<file path="src/rtl/bist_sequencer.sv">
`default_nettype none
// ============================================================================
//  Module      : bist_sequencer
//  Description : Self-sequencing BIST controller. Runs the ring, Johnson and
//                LFSR pattern generators in turn for PATTERN_COUNT slow ticks
//                each, compacts every sampled pattern into a 16-bit MISR and
//                compares the final signature against a golden value.
//  Revision    : 1.0 - initial release
// ============================================================================
module bist_sequencer #(
    parameter int          PATTERN_COUNT = 16,
    parameter logic [15:0] SEED          = 16'h0000
) (
    input  logic        clk,
    input  logic        rst,
    input  logic        start,
    input  logic        tick,
    input  logic [15:0] pattern,
    input  logic [15:0] golden,
    output logic [1:0]  mode,
    output logic        ring_counter_enable,
    output logic        johnson_counter_enable,
    output logic        lfsr_enable,
    output logic        busy,
    output logic        done,
    output logic        pass,
    output logic [15:0] signature
);

    // Last counter value of a phase; the phase ends on the tick that sees it.
    localparam logic [15:0] C_LAST_COUNT = 16'(PATTERN_COUNT - 1);

    localparam logic [1:0] C_MODE_IDLE    = 2'b00;
    localparam logic [1:0] C_MODE_RING    = 2'b01;
    localparam logic [1:0] C_MODE_JOHNSON = 2'b10;
    localparam logic [1:0] C_MODE_LFSR    = 2'b11;

    typedef enum logic [2:0] {
        S_IDLE        = 3'd0,
        S_RUN_RING    = 3'd1,
        S_RUN_JOHNSON = 3'd2,
        S_RUN_LFSR    = 3'd3,
        S_CHECK       = 3'd4,
        S_DONE        = 3'd5
    } state_e;

    state_e      state_q;
    logic [15:0] count_q;
    logic [15:0] misr_q;
    logic        result_q;

    logic [1:0]  mode_q;
    logic        ring_en_q;
    logic        johnson_en_q;
    logic        lfsr_en_q;
    logic        busy_q;
    logic        done_q;
    logic        pass_q;

    logic        misr_fb;
    logic [15:0] misr_d;
    logic [15:0] count_d;
    logic        phase_last;

    // MISR next value, tick counter increment and end-of-phase detection.
    always_comb begin
        misr_fb    = misr_q[15] ^ misr_q[14] ^ misr_q[12] ^ misr_q[3];
        misr_d     = {misr_q[14:0], misr_fb} ^ pattern;
        count_d    = count_q + 16'd1;
        phase_last = (count_q == C_LAST_COUNT);
    end

    // Sequencer FSM; every output is registered from the state it leaves,
    // so outputs trail the state register by one cycle.
    always_ff @(posedge clk) begin
        if (rst) begin
            state_q      <= S_IDLE;
            count_q      <= 16'd0;
            misr_q       <= SEED;
            result_q     <= 1'b0;
            mode_q       <= C_MODE_IDLE;
            ring_en_q    <= 1'b0;
            johnson_en_q <= 1'b0;
            lfsr_en_q    <= 1'b0;
            busy_q       <= 1'b0;
            done_q       <= 1'b0;
            pass_q       <= 1'b0;
        end else begin
            // Output decode of the current state (overridden on a start capture).
            ring_en_q    <= (state_q == S_RUN_RING);
            johnson_en_q <= (state_q == S_RUN_JOHNSON);
            lfsr_en_q    <= (state_q == S_RUN_LFSR);
            busy_q       <= (state_q == S_RUN_RING) || (state_q == S_RUN_JOHNSON) ||
                            (state_q == S_RUN_LFSR) || (state_q == S_CHECK);
            done_q       <= (state_q == S_DONE);
            pass_q       <= (state_q == S_DONE) && result_q;
            case (state_q)
                S_RUN_RING:    mode_q <= C_MODE_RING;
                S_RUN_JOHNSON: mode_q <= C_MODE_JOHNSON;
                S_RUN_LFSR:    mode_q <= C_MODE_LFSR;
                default:       mode_q <= C_MODE_IDLE;
            endcase

            case (state_q)
                S_IDLE, S_DONE: begin
                    if (start) begin
                        state_q  <= S_RUN_RING;
                        count_q  <= 16'd0;
                        misr_q   <= SEED;
                        result_q <= 1'b0;
                        // A restart drops the previous verdict immediately.
                        done_q   <= 1'b0;
                        pass_q   <= 1'b0;
                    end
                end
                S_RUN_RING, S_RUN_JOHNSON, S_RUN_LFSR: begin
                    if (tick) begin
                        misr_q <= misr_d;
                        if (phase_last) begin
                            count_q <= 16'd0;
                            case (state_q)
                                S_RUN_RING:    state_q <= S_RUN_JOHNSON;
                                S_RUN_JOHNSON: state_q <= S_RUN_LFSR;
                                default:       state_q <= S_CHECK;
                            endcase
                        end else begin
                            count_q <= count_d;
                        end
                    end
                end
                S_CHECK: begin
                    result_q <= (misr_q == golden);
                    state_q  <= S_DONE;
                end
                default: begin
                    state_q <= S_IDLE;
                end
            endcase
        end
    end

    assign mode                   = mode_q;
    assign ring_counter_enable    = ring_en_q;
    assign johnson_counter_enable = johnson_en_q;
    assign lfsr_enable            = lfsr_en_q;
    assign busy                   = busy_q;
    assign done                   = done_q;
    assign pass                   = pass_q;
    assign signature              = misr_q;

endmodule
`default_nettype wire

</file>
<file path="config.mk">
export PLATFORM = sky130hd
export DESIGN_NAME = bist_sequencer
export DESIGN_NICKNAME = d
export VERILOG_FILES = /design/src/rtl/bist_sequencer.sv
export SDC_FILE = /design/constraint.sdc
export NUM_CORES = 1
export LEC_CHECK = 0
export ABC_AREA = 1
export ABC_CLOCK_PERIOD_IN_PS = 1650
export CORE_AREA = 2 2 96 52
export DETAILED_ROUTE_END_ITERATION = 6
export DIE_AREA = 0 0 98 54
export DONT_BUFFER_PORTS = 1
export PLACE_DENSITY = 0.83
export SYNTH_ARGS = -nofsm -noshare
export SYNTH_HDL_FRONTEND = slang
export SYNTH_SLANG_ARGS = --single-unit
</file>
<file path="constraint.sdc">
create_clock -name clk -period 1.65 [get_ports clk]
set_clock_uncertainty 0.15 [all_clocks]
set_input_delay 0.2475 -clock clk [delete_from_list [all_inputs] [get_ports clk]]
set_output_delay 0.2475 -clock clk [all_outputs]
set_load 0.05 [all_outputs]
</file>
==> flow_summary.toml, run 1 <==
[global_routing]
grt_overflow = 0
grt_antenna_before_repair = 0
grt_max_degree = 34
grtUsageTotal = 0.259
grt_pass1_wl_um = 10700
grt_pass1_vias = 2417

[clock_network]
cts-root-buf = "clkbuf_8"
clk_latency_ps = 300
cts_sinks = 44
numCtsBuffers = 5
cts_tree = "yes"
cts_buffer_depth = 2
htreeDepth = 2
cts.clk_slew.worst_paths_ps = 80

[power]
p_per_area_nw_per_um2 = 840
ir_drop_v = 0.000415
p_leak_nw = 1.35

[synth]
synth_area_um2 = 2550
syn_nets = 420
synthDistinctLibCells = 30
syn_inst = 383
avgSynthCellArea_um2 = 6.65
yosysWarnings = 0
synth-seq-area-share = 0.346
ys_ff_latch = 44

[cells_and_area]
final-seq-area_um2 = 885
syn_to_final_growth_pct = 20.3
fillers = 388
fin_nets = 460
mostFrequentLayoutCells = "109 x nand2_1, 56 x nor2_1, 41 x dfxtp_1, 40 x inv_1, 32 x buf_4"
drive_above_1_share = 0.191
stdcell_count = 483
multiInputGateArea_um2 = 1470
mostFrequentLayoutCell = "nand2_1"
final_area_um2 = 3060
antenna_cells = 0

[floorplanning]
dieArea_um2 = 5290
row_count = 18
initial_utilization = 0.557
io_pins = 60
fp.dieW_um = 98
core-area_um2 = 4570
die_y_um = 54

[sta]
finalMaxSlewViolations = 0
finalHoldViolCount = 0
min_period_ps = 1600
fmax_ghz = 0.623
grt_setup_unrepaired = "yes"
slew_headroom = 0.675
tightest_slew_ps = 486
hold_ws_ps = 6.10
setup_tns_ps = 0
finalCritPeriodShare = 0.972
setup_slack_ps = 45.4
setup_viol = 0

[place]
place_area_um2 = 2810
gp_congestion = 0.923
port_buffers = 0
dp.cells = 467
place_hpwl_um = 4780
place_ws_ps = -16.1

[route]
drt_wl_total_um = 6500
dr.pass1.iters = 5
viasPerCell = 5.30
route.detailed.drc = 0
routedWlPerCell_um = 13.5
drtIter0Drc = 169
ant_nets = 0
vias = 2559

[hold_path]
hold_class = "input port to register"

[run_status]
status = "finished, final reports clean"

[setup_path]
ff2ff_setup_slack_ps = 50
arrival_ps = 1640
crit_path_max_fanout = 5
crit_required_ps = 1680
crit_type = "register to register"
start_kind = "register"
cp-end-kind = "register"

[run]
max_cap_violations = 0
-- registers in the layout, indices dropped and copies added, names as in the netlist --
signal,cells
signature,16
mode,2
johnson_counter_enable,1
result_q,1
state_q,3
pass,1
busy,1
done,1
ring_counter_enable,1
count_q,16
lfsr_enable,1
-- metal layers --
metal / wire length [um] / track usage / up-vias
met1: 2960 / 0.326 / 1162
met2: 2830 / 0.432 / 123
met3: 627 / 0.0818 / 9
li1: - / - / 1265
met5: 0 / 0 / -
met4: 87 / 0.0856 / 0
-- through the flow --
step                 util  total power [W]
finish              0.670          0.00257
global route        0.670          0.00269
CTS                 0.657          0.00255
detailed placement  0.615          0.00180
global placement    0.615          0.00179
floorplan               -          0.00166
-- where the power goes --
part,internal (W),switching [W],leakage [nW]
Combinational,0.000244,0.000421,0.940
Sequential,0.00110,0.0000740,0.357
Clock,0.000373,0.000358,0.0503
-- logic make-up after synthesis --
logic type | count (synthesis) | synth area share
simple gates | 221 | 0.384
buf+inv | 56 | 0.0958
flops | 44 | 0.346
compound gates | 38 | 0.0899
xor+xnor | 23 | 0.0791
fa+ha+maj | 1 | 0.00491
-- path summary, 6_finish.rpt --
path / endpoint / cells after the start / startpoint
max: state_q[1] / 8 / count_q[0]
min: signature[10] / 3 / pattern[10]
max reg2reg: state_q[1] / 8 / count_q[0]
min reg2reg: pass / 1 / result_q
-- worst max-delay path: stages, from the launching register on --
cell     delay [ps]
dfxtp_2         370
ha_4            150
nand3_1         110
nor2_2          180
nand2_1         100
nand2_2         140
nand2_1         120
nand2_1         110
a21oi_1          70
-- cell usage after synthesis, drive strengths merged --
cell type,count,area (um^2)
o21bai,3,22.5
clkbuf,3,11.3
dfxtp,44,881
and2,1,6.26
buf,6,56.3
a21oi,29,171
xor2,16,140
nor4,2,12.5
nand4,4,25.0
nor3,4,20.0
nand3,22,120
o21ai,4,20.0
nor2,63,260
or2,1,6.26
nand2,124,528
o211ai,2,15.0
xnor2,7,61.3
clkinv,2,7.51
inv,45,169
ha,1,12.5
-- cell type report --
cell class | count | share of cell area
clock buffer | 7 | 0.0314
tap | 60 | 0.0245
multi-input combinational | 283 | 0.480
timing repair buffer | 42 | 0.118
inverter | 47 | 0.0576
sequential | 44 | 0.289
-- what timing repair did --
item | CTS | global route
pin swaps | 0 | 7
setup endpoints to repair | 5 | 33
hold buffers | 8 | 0
buffers inserted | 0 | 1
resized for setup | 2 | 14
hold endpoints to repair | 37 | 0
Power figures use the tool's default switching activity.
==> inputs of run 2 (changes only) <==
--- a/config.mk
+++ b/config.mk
@@ -6,7 +6,7 @@
 export NUM_CORES = 1
 export LEC_CHECK = 0
 export ABC_AREA = 1
-export ABC_CLOCK_PERIOD_IN_PS = 1650
+export ABC_CLOCK_PERIOD_IN_PS = 1750
 export CORE_AREA = 2 2 96 52
 export DETAILED_ROUTE_END_ITERATION = 6
 export DIE_AREA = 0 0 98 54
==> constraint.sdc (replaced) <==
create_clock -name clk -period 1.75 [get_ports clk]
set_clock_uncertainty 0.15 [all_clocks]
set_input_delay 0.2625 -clock clk [delete_from_list [all_inputs] [get_ports clk]]
set_output_delay 0.2625 -clock clk [all_outputs]
set_load 0.05 [all_outputs]
==> flow_summary.toml, run 2 (synthesis results as in run 1) <==
[run_status]
status = "finished, final reports clean"

[power]
p_per_area_nw_per_um2 = 855
power.total_w = 0.00253
internal_power_w = 0.00172
p_clk_frac = 0.323
switching_share = 0.319
power_frac_seq = 0.440
switchingPower_w = 0.000807
ir_drop_v = 0.000400
power_frac_comb = 0.236
p_leak_nw = 1.30

[floorplanning]
row_count = 18
io_pins = 60
core-area_um2 = 4570
fp.dieW_um = 98
initial_utilization = 0.557
die_y_um = 54
dieArea_um2 = 5290

[cells_and_area]
mostFrequentLayoutCells = "110 x nand2_1, 58 x nor2_1, 41 x dfxtp_1, 40 x inv_1, 24 x a21oi_1"
stdcell_count = 470
fin_nets = 446
drive_above_1_share = 0.166
mostFrequentLayoutCell = "nand2_1"
fillers = 410
final-seq-area_um2 = 885
syn_to_final_growth_pct = 16.2
multiInputGateArea_um2 = 1440
antenna_cells = 0

[route]
dr.pass1.iters = 4
ant_nets = 0
drtIter0Drc = 163
route.detailed.drc = 0
routedWlPerCell_um = 12.8
viasPerCell = 5.26
vias = 2472
drt_wl_total_um = 6010

[place]
port_buffers = 0
place_hpwl_um = 4480
dp.cells = 456
gp_congestion = 0.895
place_ws_ps = 37.8

[setup_path]
arrival_ps = 1710
worst-path-buf-inv = 3
critPathTopFamily = "simple AND/OR/NAND/NOR gates"
start_kind = "register"
cp_slowest_cell = "dfxtp_2"
crit_required_ps = 1840
crit_path_cell_trace = "inv_2 > nand2_4 > nand3_2 > nand2_4 > inv_2 > nand2_4 > buf_12 > nand2_1 > a21oi_1"
crit_type = "register to register"
cp-end-kind = "register"
crit_path_max_fanout = 14
cp_common_cell = "nand2_4"
critPathMaxStageDelay_ps = 420

[sta]
finalMaxSlewViolations = 0
slew_headroom = 0.680
hold_ws_ps = 1.73
fmax_ghz = 0.616
setup_tns_ps = 0
setup_slack_ps = 128
setup_viol = 0
finalCritPeriodShare = 0.927
min_period_ps = 1620
tightest_slew_ps = 479
finalHoldViolCount = 0

[clock_network]
htreeDepth = 2
clk_latency_ps = 310
cts_sinks = 44
numCtsBuffers = 5
cts-root-buf = "clkbuf_8"
cts_buffer_depth = 2
cts.clk_slew.worst_paths_ps = 90
cts_tree = "yes"

[global_routing]
grt_overflow = 0
grt_pass1_wl_um = 9720
grt_pass1_vias = 2154
grt_antenna_before_repair = 0
grt_max_degree = 34
grtUsageTotal = 0.236

[hold_path]
hold_class = "input port to register"

[run]
max_cap_violations = 0
## run 2: final timing paths
| check | end | slack (ps) | cells past startpoint | from |
|---|---|---|---|---|
| max | signature[12] | 130 | 9 | state_q[0] |
| max reg2reg | signature[12] | 130 | 9 | state_q[0] |
| min reg2reg | signature[5] | 350 | 2 | signature[5] |
| min | signature[9] | 2 | 3 | pattern[9] |
## run 2: timing repair
action	4_1_cts	5_1_grt
hold buffers	5	0
buffers inserted	0	1
endpoints found under the setup margin	0	28
hold endpoints to repair	36	0
gates resized for setup	0	10
## run 2: layout make-up
class                      count  area share
multi-input combinational    283       0.488
sequential                    44       0.299
timing repair buffer          28      0.0871
inverter                      47      0.0596
clock buffer                   6      0.0279
tap                           60      0.0254
clock inverter                 2      0.0131
## run 2: worst min-delay path: cells and delay by family
family / cells / cell delay [ps]
and+or+nand+nor: 1 / 60
AOI/OAI and AO/OA: 1 / 60
xor gates and xnor gates: 1 / 40
## run 2: metal layers
| metal | track usage | vias to the layer above | part of all wire |
|---|---|---|---|
| li1 | - | 1238 | - |
| met1 | 0.308 | 1128 | 0.48 |
| met2 | 0.376 | 97 | 0.42 |
| met3 | 0.0727 | 9 | 0.092 |
| met4 | 0.0903 | 0 | 0.014 |
| met5 | 0 | - | 0 |
## run 2: power groups by stage
stage          logic [W]  registers [W]  clock network (W)
4_1_cts         0.000568        0.00111           0.000836
3_5_place_dp    0.000540        0.00113                  0
6_report        0.000598        0.00111           0.000818
5_1_grt         0.000650        0.00112           0.000877
3_3_place_gp    0.000531        0.00113                  0
2_1_floorplan   0.000364        0.00120                  0
## run 2: through the flow
stage	area [um^2]	util
final	2960	0.647
after global routing	2960	0.647
after CTS	2910	0.637
after detailed placement	2730	0.597
after global placement	2730	0.597
after floorplan	2550	-
==> RTL edit 1: new RTL, flow settings as in run 1 <==
The output `lfsr_enable` loses its register stage (`lfsr_en_q` becomes a continuous assignment).
--- a/src/rtl/bist_sequencer.sv
+++ b/src/rtl/bist_sequencer.sv
@@ -81,7 +81,6 @@
             mode_q       <= C_MODE_IDLE;
             ring_en_q    <= 1'b0;
             johnson_en_q <= 1'b0;
-            lfsr_en_q    <= 1'b0;
             busy_q       <= 1'b0;
             done_q       <= 1'b0;
             pass_q       <= 1'b0;
@@ -89,7 +88,6 @@
             // Output decode of the current state (overridden on a start capture).
             ring_en_q    <= (state_q == S_RUN_RING);
             johnson_en_q <= (state_q == S_RUN_JOHNSON);
-            lfsr_en_q    <= (state_q == S_RUN_LFSR);
             busy_q       <= (state_q == S_RUN_RING) || (state_q == S_RUN_JOHNSON) ||
                             (state_q == S_RUN_LFSR) || (state_q == S_CHECK);
             done_q       <= (state_q == S_DONE);
@@ -139,6 +137,8 @@
         end
     end
 
+    assign lfsr_en_q = (state_q == S_RUN_LFSR);
+
     assign mode                   = mode_q;
     assign ring_counter_enable    = ring_en_q;
     assign johnson_counter_enable = johnson_en_q;
Function: no difference found for any inputs over 10 cycles, from zero or initial values and one cycle with rst high; that may be too few to reach the edited logic, so the function may still have changed.
==> RTL edit 1 against run 1 <==
The flow now finishes with violations (hold timing); synthesized area is 5.8% lower; setup slack worse by 45 ps; first-iteration DRC count is 0.59% lower; worst hold slack worse by 150 ps; sequential cell count is 1 lower; non-clock buffer count is 4 lower; routed wire length is 1.7% higher; fmax is 2.7% lower; design area is 5.3% lower; critical endpoint is now count_q[15]; highest routed layer unchanged.
Power is not compared: it rests on default switching activity, and its combinational part moved more than twofold at a synthesized area within 25%.
==> RTL edit 1: results (changes against run 1) <==
Layout
The number of multi-input combinational cells is 261 (was 283). The fraction of area in clock buffers and inverters is 3.06% (was 3.14%). The footprint of the flip-flops and latches is 876 um2 (was 885 um2).

The fraction of area in multi-input gates is 47.3% (was 48.0%). The count of buffers not belonging to the clock network in the layout came to 38 (was 42). The fill cell total of the finished layout is 389 (was 388). The number of nets in the final layout is 433 (was 460).

Yosys
The number of different library cells in the post-synthesis netlist came to 27 (was 30). The net count after synthesis was 394 (was 420). The register bit count reported by yosys is 43 (was 44). Synth top cells by count: 94 x nand2_1, 50 x nor2_1, 43 x dfxtp_1, 43 x inv_1, 27 x nand3_1 (was 111 x nand2_1, 61 x nor2_1, 44 x dfxtp_1).

GRT
The global routing usage on met2 is 36.2% (was 43.2%). The number of global-route vias before repair was 2,060 (was 2,417). The first-pass GRT wire length is 10.2 mm (was 10.7 mm). The pin count of the biggest net entering global routing came to 29 (was 34).

The global-route met3 utilization is 6.75% (was 8.18%). The met1 track utilization from global routing is 37.8% (was 32.6%).

Routing
The met1 layer wirelength in the final routing is 3.21 mm (was 2.96 mm). The wire length on met3 is 688 um (was 627 um). The wire length on met2 was 2.68 mm (was 2.83 mm). The post-detailed-routing wire length is 6.61 mm (was 6.50 mm).

The count of routing violations after the opening detailed-route iteration is 168 (was 169). The overall via count from detail_route is 2,475 (was 2,559).

Outcome
Outcome: finished with violations (was finished, final reports clean). The final reports fail on hold timing.

STA
The slew at the pin closest to its max-slew limit is 484 ps (was 486 ps). The count of endpoints failing hold in the final timing report is 21 (was 0). The worst hold slack is -141 ps (was 6.10 ps).

Worst setup path
The setup slack on the worst flop-to-flop path was 0.8 ps (was 50 ps). The cell count of the worst reg-to-reg path is 10 (was 8). The endpoint of the lowest-slack register-to-register path is count_q[15] (was state_q[1]).

The highest fanout seen on the critical path is 3 (was 5).

Placement
The instance area at placement is 2690 um2 (was 2810 um2). The placement-stage worst setup slack is -17.9 ps (was -16.1 ps). The placed instance count is 444 (was 467). The routability congestion estimate is 0.967 (was 0.923).

CTS
The quantity of hold-fixing buffers added after cts is 5 (was 8). The post-cts sizing count was 6 (was 2).

Hold path
The number of cells on the worst hold path is 1 (was 3). The hold-critical path endpoint is count_q[11] (was signature[10]). The beginning of the worst hold path is rst (was pattern[10]).
==> RTL edit 1: worst max-delay path by stage <==
stage	slack, ps	start	end	cells past startpoint
2_1_floorplan	20	state_q[2]	lfsr_enable	3
3_3_place_gp	40	count_q[1]	state_q[0]	10
3_5_place_dp	-20	state_q[0]	count_q[3]	7
4_1_cts	10	state_q[2]	lfsr_enable	5
5_1_grt	-70	count_q[0]	count_q[12]	10
6_report	0.8	count_q[0]	count_q[15]	10
==> RTL edit 1: kinds of logic after synthesis <==
kind of cell,synth area share (%)
AOI/OAI and AO/OA,10.6
xor gates and xnor gates,9.13
adders and majority gates,0.522
buffers and inverters,8.77
DFF,35.9
and+or+nand+nor,35.0
==> RTL edit 1: where the power goes <==
group          internal (mW)  leakage, nW  switching [mW]  total (mW)
clock network          0.295       0.0402           0.383       0.678
logic                  0.680        0.854            1.18        1.86
registers               1.20        0.352           0.290        1.49
total                   2.18         1.25            1.86        4.03
==> RTL edit 2: new RTL, config.mk and constraints of run 1 <==
Without the edit above. Register the inputs `start`, `tick`, `pattern` and `golden` before use, without a reset. The logic sees them one clock later.
--- a/src/rtl/bist_sequencer.sv
+++ b/src/rtl/bist_sequencer.sv
@@ -44,6 +44,18 @@
         S_DONE        = 3'd5
     } state_e;
 
+    logic start_q;
+    logic tick_q;
+    logic [15:0] pattern_q;
+    logic [15:0] golden_q;
+
+    always_ff @(posedge clk) begin
+        start_q   <= start;
+        tick_q    <= tick;
+        pattern_q <= pattern;
+        golden_q  <= golden;
+    end
+
     state_e      state_q;
     logic [15:0] count_q;
     logic [15:0] misr_q;
@@ -65,7 +77,7 @@
     // MISR next value, tick counter increment and end-of-phase detection.
     always_comb begin
         misr_fb    = misr_q[15] ^ misr_q[14] ^ misr_q[12] ^ misr_q[3];
-        misr_d     = {misr_q[14:0], misr_fb} ^ pattern;
+        misr_d     = {misr_q[14:0], misr_fb} ^ pattern_q;
         count_d    = count_q + 16'd1;
         phase_last = (count_q == C_LAST_COUNT);
     end
@@ -103,7 +115,7 @@
 
             case (state_q)
                 S_IDLE, S_DONE: begin
-                    if (start) begin
+                    if (start_q) begin
                         state_q  <= S_RUN_RING;
                         count_q  <= 16'd0;
                         misr_q   <= SEED;
@@ -114,7 +126,7 @@
                     end
                 end
                 S_RUN_RING, S_RUN_JOHNSON, S_RUN_LFSR: begin
-                    if (tick) begin
+                    if (tick_q) begin
                         misr_q <= misr_d;
                         if (phase_last) begin
                             count_q <= 16'd0;
@@ -129,7 +141,7 @@
                     end
                 end
                 S_CHECK: begin
-                    result_q <= (misr_q == golden);
+                    result_q <= (misr_q == golden_q);
                     state_q  <= S_DONE;
                 end
                 default: begin
Function: changed (a bounded check fails within 4 cycles, from zero or initial values and one cycle with rst high).
==> RTL edit 2 against run 1 <==
The run now ends with DRC, hold timing, setup timing left; sequential share of layout area grew 7.3 points; non-clock buffer count grew 49; design area grew 42%; critical path depth grew 2; sequential cell count grew 34; synthesized area grew 24%; worst hold slack lost 200 ps; setup slack lost 250 ps; global-route usage grew 11 points; routed wire length grew 110%; critical path type unchanged; highest routed layer unchanged.
Power is not compared: it rests on default switching activity, and its combinational part moved more than twofold at a synthesized area within 25%.
==> RTL edit 2: results (changes against run 1) <==
Routing
The average wire length per cell after detail routing is 24.0 um (was 13.5 um). The count of routing violations after the opening detailed-route iteration came to 719 (was 169). The number of DRC violations after detailed routing is 63 (was 0).

GRT
The first-pass GRT wire length is 14.3 mm (was 10.7 mm). The number of global-route vias before repair came to 3,002 (was 2,417). The pin count of the biggest net entering global routing was 31 (was 34).

The total global routing track utilization was 37.1% (was 25.9%).

STA
The count of endpoints failing hold in the final timing report is 25 (was 0). The minimum setup slack in the final design is -201 ps (was 45.4 ps). The total of endpoints with negative setup slack in the final report is 27 (was 0). The worst hold slack is -199 ps (was 6.10 ps). The slew at the pin closest to its max-slew limit is 509 ps (was 486 ps).

Worst setup path
The arrival time of data at the critical path endpoint is 1940 ps (was 1640 ps). The delay of the slowest cell on the worst path is 350 ps (was 370 ps). The highest fanout seen on the critical path is 5 (unchanged). The critical-path cell with the highest stage delay is dfxtp_1 (was dfxtp_2).

CTS
The quantity of hold-fixing buffers added after cts is 40 (was 8). The number of CTS-inserted buffers is 9 (was 5). The later-pin clock latency in the skew report came to 360 ps (was 300 ps). The H-tree depth is 3 (was 2).

Layout
The share of post-route cells with drive strength above 1 is 23.6% (was 19.1%). The number of nets in the final layout is 533 (was 460). The final cell count without fillers is 560 (was 483).

The fill cell total of the finished layout was 117 (was 388).

Yosys
The area fraction in compound gates after synthesis is 6.67% (was 8.99%). The average footprint of a synthesized cell was 7.82 um2 (was 6.65 um2). Synth top cells by count: 105 x nand2_1, 78 x dfxtp_1, 50 x nor2_1 (was 111 x nand2_1, 61 x nor2_1, 44 x dfxtp_1). The number of different library cells in the post-synthesis netlist is 32 (was 30). The adder-cell share of the synthesized area is 0.397% (was 0.491%). The xor-xnor portion of the synthesized cell area is 6.11% (was 7.91%).

Outcome
The checks that failed: DRC, hold timing, setup timing. Outcome: finished with violations (was finished, final reports clean).

Placement
The placed instance count was 497 (was 467). The routability congestion estimate was 0.881 (was 0.923). The detailed placement HPWL is 5.03 mm (was 4.78 mm). The placement-stage worst setup slack is -39.3 ps (was -16.1 ps).
-- RTL edit 2: cells by family after synthesis --
logic type               count (synthesis)
AO/OA/AOI/OAI                           38
XOR/XNOR                                22
adder cells (fa/ha/maj)                  1
buffers and inverters                   53
flip-flops                              78
AND/OR/NAND/NOR                        211
-- RTL edit 2: layer usage --
metal | GRT usage (%) | vias up | share of wire, %
met5 | 0 | - | 0
li1 | - | 1461 | -
met2 | 64.6 | 463 | 42
met1 | 43.1 | 1645 | 33
met4 | 17.6 | 0 | 8.6
met3 | 11.9 | 158 | 16
-- RTL edit 2: final cells by class --
cell class,count,area share [%]
Inverter,43,3.95
Timing Repair Buffer,91,19.2
Clock buffer,12,3.34
Sequential cell,78,36.2
Tap cell,60,1.73
Multi-Input combinational cell,273,34.5
Clock inverter,3,1.04
-- RTL edit 2: final timing paths --
kind | slack (ps) | from | endpoint | cells past startpoint
worst min-delay path | -200 | rst | signature[13] | 1
worst max register to register | -200 | count_q[1] | state_q[0] | 10
worst min register to register | 360 | result_q | result_q | 2
worst max-delay path | -200 | count_q[1] | state_q[0] | 10
-- RTL edit 2: stage by stage --
step | util, % | instance area (um2)
CTS | 89.7 | 4100
floorplan | - | 3150
global placement | 76.6 | 3500
global route | 95.0 | 4340
finish | 95.0 | 4340
detailed placement | 76.6 | 3500
-- RTL edit 2: report_power, final --
group | switching [mW] | internal [mW]
sequential | 0.292 | 2.06
clock | 0.701 | 0.733
combinational | 1.52 | 0.831
total | 2.51 | 3.62
-- RTL edit 2: what timing repair did --
action | CTS | global route
cloned | 0 | 2
endpoints found under the setup margin | 8 | 38
setup buffers | 0 | 6
resized for setup | 4 | 48
pin swaps | 0 | 11
endpoints found under the hold margin | 66 | 25
